===== src/rtl/mem_port_arbiter.sv =====
// Two-master arbiter onto a single memory port: data side has priority,
// instruction fetch is forced through after STARVE_LIMIT consecutive data wins.
module mem_port_arbiter #(
   parameter int STARVE_LIMIT = 4
) (
   input  logic        clk,
   input  logic        rst,
   input  logic        i_if_req,
   input  logic [31:0] i_if_addr,
   output logic        o_if_ready,
   output logic        o_if_rvalid,
   output logic [31:0] o_if_rdata,
   input  logic        i_d_req,
   input  logic [31:0] i_d_addr,
   input  logic        i_d_wen,
   input  logic [31:0] i_d_wdata,
   input  logic [3:0]  i_d_mask,
   output logic        o_d_ready,
   output logic        o_d_rvalid,
   output logic [31:0] o_d_rdata,
   output logic        o_mem_req,
   output logic [31:0] o_mem_addr,
   output logic        o_mem_wen,
   output logic [31:0] o_mem_wdata,
   output logic [3:0]  o_mem_mask,
   input  logic        i_mem_ready,
   input  logic        i_mem_rvalid,
   input  logic [31:0] i_mem_rdata,
   output logic        o_busy
);

   localparam int SW = $clog2(STARVE_LIMIT + 1);
   localparam logic [SW-1:0] LIMIT = SW'(STARVE_LIMIT);

   typedef enum logic [1:0] {IDLE, ISSUE, WAIT} state_t;

   state_t         state_q, state_d;
   logic           own_d_q, own_d_d;   // 1 = data side owns the transaction
   logic [31:2]    addr_q, addr_d;
   logic           wen_q, wen_d;
   logic [31:0]    wdata_q, wdata_d;
   logic [3:0]     mask_q, mask_d;
   logic [SW-1:0]  starve_q, starve_d;
   logic           grant_if, grant_d, done, issue;

   // Word-aligned downstream: the byte-offset bits are dropped at capture.
   logic unused_addr_lsbs;
   assign unused_addr_lsbs = ^{i_if_addr[1:0], i_d_addr[1:0]};

   always_comb begin
      state_d  = state_q;
      own_d_d  = own_d_q;
      addr_d   = addr_q;
      wen_d    = wen_q;
      wdata_d  = wdata_q;
      mask_d   = mask_q;
      starve_d = starve_q;
      grant_if = 1'b0;
      grant_d  = 1'b0;
      done     = 1'b0;

      case (state_q)
         IDLE: begin
            if (i_if_req && (!i_d_req || starve_q == LIMIT)) grant_if = 1'b1;
            else if (i_d_req)                                 grant_d  = 1'b1;
            if (grant_if) begin
               state_d  = ISSUE;
               own_d_d  = 1'b0;
               addr_d   = i_if_addr[31:2];
               wen_d    = 1'b0;
               wdata_d  = '0;
               mask_d   = 4'b1111;
               starve_d = '0;
            end else if (grant_d) begin
               state_d = ISSUE;
               own_d_d = 1'b1;
               addr_d  = i_d_addr[31:2];
               wen_d   = i_d_wen;
               wdata_d = i_d_wdata;
               mask_d  = i_d_mask;
               if (i_if_req && starve_q != LIMIT) starve_d = starve_q + SW'(1);
            end
         end
         ISSUE: begin
            // A response is only meaningful once the request has been accepted.
            if (i_mem_ready) begin
               if (i_mem_rvalid) begin
                  done    = 1'b1;
                  state_d = IDLE;
               end else begin
                  state_d = WAIT;
               end
            end
         end
         WAIT: begin
            if (i_mem_rvalid) begin
               done    = 1'b1;
               state_d = IDLE;
            end
         end
         default: state_d = IDLE;
      endcase

      if (rst) begin
         state_d  = IDLE;
         own_d_d  = 1'b0;
         addr_d   = '0;
         wen_d    = 1'b0;
         wdata_d  = '0;
         mask_d   = '0;
         starve_d = '0;
      end
   end

   always_ff @(posedge clk) begin
      state_q  <= state_d;
      own_d_q  <= own_d_d;
      addr_q   <= addr_d;
      wen_q    <= wen_d;
      wdata_q  <= wdata_d;
      mask_q   <= mask_d;
      starve_q <= starve_d;
   end

   // Every output is held low while rst is high, regardless of state.
   assign issue       = !rst && (state_q == ISSUE);
   assign o_if_ready  = !rst && grant_if;
   assign o_d_ready   = !rst && grant_d;
   assign o_if_rvalid = !rst && done && !own_d_q;
   assign o_d_rvalid  = !rst && done && own_d_q;
   assign o_if_rdata  = o_if_rvalid ? i_mem_rdata : '0;
   assign o_d_rdata   = o_d_rvalid ? i_mem_rdata : '0;
   assign o_mem_req   = issue;
   assign o_mem_addr  = issue ? {addr_q, 2'b00} : '0;
   assign o_mem_wen   = issue && wen_q;
   assign o_mem_wdata = issue ? wdata_q : '0;
   assign o_mem_mask  = issue ? mask_q : '0;
   assign o_busy      = !rst && (state_q != IDLE);

endmodule

===== config.mk =====
export PLATFORM = sky130hd
export DESIGN_NAME = mem_port_arbiter
export DESIGN_NICKNAME = d
export VERILOG_FILES = /design/src/rtl/mem_port_arbiter.sv
export SDC_FILE = /design/constraint.sdc
export NUM_CORES = 1
export LEC_CHECK = 0
export CAP_MARGIN = 25
export CORE_ASPECT_RATIO = 1.25
export CORE_MARGIN = 5
export CORE_UTILIZATION = 35
export DETAILED_ROUTE_END_ITERATION = 6
export PLACE_DENSITY = 0.87
export SETUP_SLACK_MARGIN = 0.02
export SLEW_MARGIN = 30
export SYNTH_ARGS = -nofsm -noshare
export SYNTH_HDL_FRONTEND = slang
export SYNTH_SLANG_ARGS = --single-unit

===== constraint.sdc =====
create_clock -name clk -period 2.9 [get_ports clk]
set_input_delay 0.87 -clock clk [delete_from_list [all_inputs] [get_ports clk]]
set_output_delay 0.87 -clock clk [all_outputs]
set_load 0.1 [all_outputs]

==> metrics.md, run 1 <==
| Metric | Value |
|---|---|
| First-pass GRT wire length | 30300 µm |
| RSZ-0062 raised after global routing | true |
| Util after Layout | 0.816 |
| Dpl cells | 873 |
| Pwr Density | 386 nW/µm² |
| Slowest CP cell | dfxtp_4 |
| Top Family by Delay on Critical Path | buffers and inverters |
| Cells after synthesis | 499 |
| Max_slew headroom | 0.575 |
| Final Setup Violations | 58 |
| Critical path class | flip-flop to output pin |
| Initial antenna violation count | 0 |
| Vias in the first global route | 5212 |
| Startpoint Class | flip-flop |
| Top cell type's share of synthesized area | 0.363 |
| Chip Width | 106 µm |
| Avg Cell Area, Syn | 8.08 µm² |
| CTS HTree Levels | 3 |
| DR vias | 5275 |
| Total routed wirelength | 22300 µm |
| Drt wl/cell | 24.5 µm |
| Setup WS pre-CTS | -373 ps |
| Netlist cell types | 37 |
| CTS Hold Bufs | 0 |
| DRC violation total after the first TritonRoute iteration | 431 |
| # rows | 43 |
| CP Cell Sequence | inv_4 -> ha_4 -> nand2_4 -> nor4b_4 -> clkbuf_16 -> buf_8 -> and2_4 -> buf_12 |
| Antenna Nets Post-Route | 0 |
| Tcrit/Tclk final | 1.04 |
| I/O pins | 278 |
| Pleak | 3.60 nW |
| Max-cap check violation count | 0 |
| Placer Congestion | 0.837 |
| Antenna cells | 0 |
| Fmax | 0.332 GHz |
| Violated checks | negative setup slack |
| Synthesized cell area | 4030 µm² |
| Clock transition at path regs | 60 ps |
| Worst-Margin Slew | 637 ps |
| CP max FO | 8 |
| CTS buffer count | 9 |
| HPWL after DPL | 14500 µm |
| Endpoints failing hold | 0 |
| Largest stage delay, worst path | 370 ps |
| CP endpoint kind | output pin |
| Synth area leaders | dfxtp_1, and2_1, a32oi_1 |
| CTS Buffer Depth | 2 |
| CTS tree | built |
| Pin count of the biggest net entering global routing | 39 |
| Worst VDD drop | 0.350 mV |
| Non-filler instance count after layout | 907 |
| Final Max Slew Viols | 0 |
| Post-layout net count | 912 |
| Initial Util | 0.360 |
| Layout area overhead | 126% |
| #FFs+latches synth | 73 |
| Critical path arrival | 2140 ps |
| Root Driver | clkbuf_16 |
| Chip height | 130 µm |
| DR pass1 iterations | 5 |
| GRT overflow | 0 |
| WP buf/inv | 4 |
| Clock Sinks | 73 |
| Hold crit path type | flip-flop to flip-flop |
| Vias/cell | 5.82 |
| Layout cells sized above 1 | 0.448 |
| Synth Warn # | 0 |
| Register area share after synthesis | 0.363 |
| Total GRT Usage | 0.282 |
| Crit path time final | 3010 ps |
| Clk_lat worst skew | 330 ps |
| Cell taking the most area after synthesis | dfxtp_1 |
| Status | finished, violations left |
| Critical Path RT | 2030 ps |
| Core area | 11200 µm² |
| DRC Markers | 0 |
| Die area | 13800 µm² |
| IO Port Bufs | 271 |
| Final setup margin | -110 ps |
| Clock Skew | 9.90 ps |
## cells by family (layout without fill, tap and decap cells)
family | after synthesis | in the layout | share of synthesized area
AO/OA/AOI/OAI | 171 | 171 | 0.269
adder cells (fa/ha/maj) | 6 | 6 | 0.0186
buffers and inverters | 59 | 331 | 0.0705
flip-flops | 73 | 73 | 0.363
other | 1 | 2 | 0.000930
AND/OR/NAND/NOR | 189 | 189 | 0.278
## cell type report
class / count / area [µm²]
clock inverter: 7 / 61.3
tap: 135 / 169
fill: 545 / 2060
timing repair buffer: 309 / 4540
inverter: 6 / 30.0
multi-input combinational: 368 / 2640
sequential: 73 / 1470
clock buffer: 9 / 225
## worst paths after layout
kind | startpoint | endpoint | slack (ps) | cells past startpoint
setup reg to reg | state_q[0] | state_q[0] | 1000 | 7
setup / recovery | state_q[1] | o_d_rdata[27] | -110 | 8
hold reg to reg | starve_q[1] | starve_q[1] | 490 | 2
hold / removal | starve_q[1] | starve_q[1] | 490 | 2
## cells in the mapped netlist
cell	number
and2_1	132
dfxtp_1	73
o21ai_0	47
nor2_1	35
a21oi_1	34
a32oi_1	33
a31oi_1	30
buf_2	23
clkbuf_1	23
o21ai_1	14
nand2_1	8
ha_1	6
inv_1	5
o221a_1	4
buf_4	3
buf_6	3
o21a_1	3
nor2b_1	2
o31a_1	2
or3_1	2
a21bo_2	1
a21boi_2	1
a21oi_2	1
buf_1	1
clkinv_1	1
conb_1	1
nand3_1	1
nand4_1	1
nor2b_4	1
nor3_1	1
nor3b_1	1
nor3b_2	1
nor4_1	1
nor4_4	1
nor4b_1	1
nor4b_4	1
o21ai_4	1
## worst min-delay path, cell delays in order, from the launching register on
cell and delay (ps):
dfxtp_1 330, nand2_1 60, a21oi_1 50
## placed cells by master (no fill, tap or decap), types with 2 or more instances in the layout
cell type / n
a21oi_1: 34
a31oi_1: 30
a32oi_1: 33
and2_2: 50
and2_4: 82
buf_12: 142
buf_4: 23
buf_6: 5
buf_8: 3
clkbuf_16: 13
clkdlybuf4s50_1: 130
clkinvlp_4: 2
conb_1: 2
dfxtp_1: 71
dfxtp_4: 2
ha_1: 3
ha_4: 3
inv_1: 3
inv_6: 5
nand2_1: 6
nor2_1: 33
nor2_4: 2
nor2b_1: 2
o21a_1: 3
o21ai_0: 47
o21ai_1: 14
o221a_1: 4
o31a_1: 2
or3_1: 2
## flip-flops by register name, indices dropped and copies added, names as in the netlist
name / count
state_q: 2
starve_q: 3
wdata_q: 32
addr_q: 30
own_d_q: 1
mask_q: 4
wen_q: 1
## metrics by stage
| stage | cell area, µm² | power [mW] | hold slack (ps) | setup TNS [ps] |
|---|---|---|---|---|
| after global routing | 9130 | 3.64 | 498 | -7930 |
| after floorplan | 4320 | 1.84 | 445 | -110 |
| final | 9130 | 3.52 | 491 | -3530 |
| after CTS | 8960 | 3.46 | 484 | -447 |
| after global placement | 8480 | 2.30 | 458 | -20840 |
| after detailed placement | 8480 | 2.35 | 475 | -22680 |
## power by group
group	internal [mW]	leakage [nW]	switching (mW)
Combinational	0.532	2.86	0.725
Clock	0.598	0.135	0.487
Sequential	1.11	0.604	0.0669
Total	2.24	3.60	1.28
## metal layers
layer	track usage	part of all wire	vias to the layer above
li1	-	-	2293
met1	0.293	0.35	2529
met2	0.548	0.52	379
met3	0.0742	0.088	74
met4	0.0983	0.046	0
met5	0	0	-
## repair_timing
| item | 4_1_cts | 5_1_grt |
|---|---|---|
| resized for setup | 38 | 37 |
| pin swaps | 18 | 23 |
| gates cloned | 1 | 4 |
| endpoints found under the setup margin | 67 | 67 |
| setup buffers | 10 | 3 |
No activity file was read; power rests on OpenSTA's default activity.
==> run 2: changes to the inputs <==
==> constraint.sdc (replaced) <==
create_clock -name clk -period 3.63 [get_ports clk]
set_input_delay 1.089 -clock clk [delete_from_list [all_inputs] [get_ports clk]]
set_output_delay 1.089 -clock clk [all_outputs]
set_load 0.1 [all_outputs]
==> run 2 against run 1 <==
Net effect: the flow now finishes without violations; flip-flop and latch count unchanged; setup slack improved by 230 ps; sequential power shrank 21%; critical path type is now input port to output pin; highest routed layer unchanged.
==> metrics.md, run 2 (synthesized netlist as in run 1, its figures left out) <==
| Metric | Value |
|---|---|
| Status | complete, no violations |
| Hold Crit Endpoint | wdata_q[5] |
| First-pass GRT wire length | 28900 µm |
| WP buf/inv | 4 |
| Met2 Use GR | 0.513 |
| Worst-Margin Slew | 808 ps |
| Most Crowded Layer GR | met2 |
| CP max FO | 8 |
| Initial antenna violation count | 1 |
| HPWL after DPL | 14000 µm |
| Chip height | 130 µm |
| Pleak | 3.42 nW |
| Setup WS pre-CTS | -70.9 ps |
| Worst reg2reg path depth | 6 |
| Placer Congestion | 0.801 |
| Max_slew headroom | 0.461 |
| Critical path class | input port to output pin |
| Pin count of the biggest net entering global routing | 42 |
| Post-layout net count | 898 |
| Total GRT Usage | 0.269 |
| Non-filler instance count after layout | 894 |
| Final Max Slew Viols | 0 |
| Clock Sinks | 73 |
| Worst VDD drop | 0.301 mV |
| CP Cell Sequence | clkdlybuf4s15_1 -> nand2_2 -> nor4b_4 -> buf_4 -> bufbuf_16 -> and2_4 -> buf_12 |
| Dpl cells | 870 |
| Critical R2R Launch | state_q[0] |
| Initial Util | 0.360 |
| Final Setup Violations | 0 |
| Clock transition at path regs | 60 ps |
| Top reg by flops | wdata_q |
| I/O pins | 278 |
| Layout area overhead | 117% |
| Total Neg Setup Slack | 0 ps |
| Crit path time final | 3510 ps |
| Critical Path RT | 2540 ps |
| Most common cell after layout, fill and taps aside | buf_12 |
| Clock Skew | 15.8 ps |
| Slowest CP cell | bufbuf_16 |
| Pwr Density | 311 nW/µm² |
| R2R Path End | addr_q[25] |
| Top Registers | wdata_q (32), addr_q (30), mask_q (4) |
| Hold crit path type | flip-flop to flip-flop |
| Largest stage delay, worst path | 270 ps |
| CTS HTree Levels | 3 |
| Drt wl/cell | 21.5 µm |
| Total routed wirelength | 19200 µm |
| Layout cells sized above 1 | 0.372 |
| Worst hold path stage count | 2 |
| DRC Markers | 0 |
| Die area | 13800 µm² |
| CTS Buffer Depth | 2 |
| Design Power | 2.71 mW |
| Met1 usage | 0.275 |
| # rows | 43 |
| Endpoints failing hold | 0 |
| CTS buffer count | 9 |
| Core area | 11200 µm² |
| DR vias | 5027 |
| Hold path startpoint | wdata_q[5] |
| IO Port Bufs | 271 |
| Max-cap check violation count | 0 |
| Vias in the first global route | 5085 |
| Fmax | 0.285 GHz |
| DRC violation total after the first TritonRoute iteration | 247 |
| Antenna Nets Post-Route | 0 |
| GRT overflow | 0 |
| RSZ-0062 raised after global routing | false |
| Startpoint Class | input port |
| Top Family by Delay on Critical Path | buffers and inverters |
| Clk_lat worst skew | 340 ps |
| Final setup margin | 116 ps |
| Vias/cell | 5.62 |
| CTS tree | built |
| Chip Width | 106 µm |
| Critical path arrival | 2420 ps |
| CP endpoint kind | output pin |
| CTS Hold Bufs | 0 |
| Root Driver | clkbuf_16 |
| Hold Slack | 489 ps |
| Max FFs per register | 32 |
| Tcrit/Tclk final | 0.968 |
| Most frequent cells in the layout | buf_12, clkdlybuf4s50_1, and2_2 |
| R2R setup slack | 1750 ps |
| DR pass1 iterations | 4 |
| Met3 Usage GRT | 0.0732 |
run 2: worst max-delay path by stage:
| stage | slack (ps) | cells past startpoint | to | from |
|---|---|---|---|---|
| finish | 120 | 7 | o_d_rdata[12] | i_mem_rvalid |
| global route | 50 | 7 | o_d_rdata[31] | i_mem_rvalid |
| CTS | 70 | 7 | o_d_rdata[31] | i_mem_rvalid |
| detailed placement | -70 | 6 | o_d_rdata[1] | i_mem_ready |
| global placement | -40 | 6 | o_d_rdata[31] | i_mem_ready |
| floorplan | -230 | 4 | o_if_ready | i_d_req |
run 2: timing repair:
item / 4_1_cts / 5_1_grt
setup endpoints to repair: 65 / 23
gates cloned: 3 / 0
resized for setup: 17 / 3
pin swaps: 2 / 2
setup buffers: 3 / 1
run 2: cell type report:
class,instances,area (µm²)
Multi-Input combinational cell,368,2440
Antenna cell,1,2.50
Clock inverter,7,61.3
Sequential cell,73,1460
Fill cell,658,2460
Clock buffer,9,225
Timing Repair Buffer,295,4350
Tap cell,135,169
Inverter,6,22.5
run 2: per-layer routing:
metal	vias up	part of all wire
li1	2263	-
met1	2383	0.35
met2	325	0.52
met3	56	0.084
met4	0	0.038
met5	-	0
run 2: report_power, final:
group          switching [mW]  internal, mW
Combinational           0.540         0.381
Clock                   0.386         0.475
Sequential             0.0444         0.886
run 2: worst min-delay path, cell delays in order, from the launching register on:
cell and delay [ps]:
dfxtp_1 320, a32oi_1 60, nor2_1 80
run 2: per-stage QoR:
step / utilization / cell area, µm²
finish: 0.780 / 8730
CTS: 0.779 / 8720
global placement: 0.742 / 8310
floorplan: - / 4160
global route: 0.780 / 8730
detailed placement: 0.742 / 8310
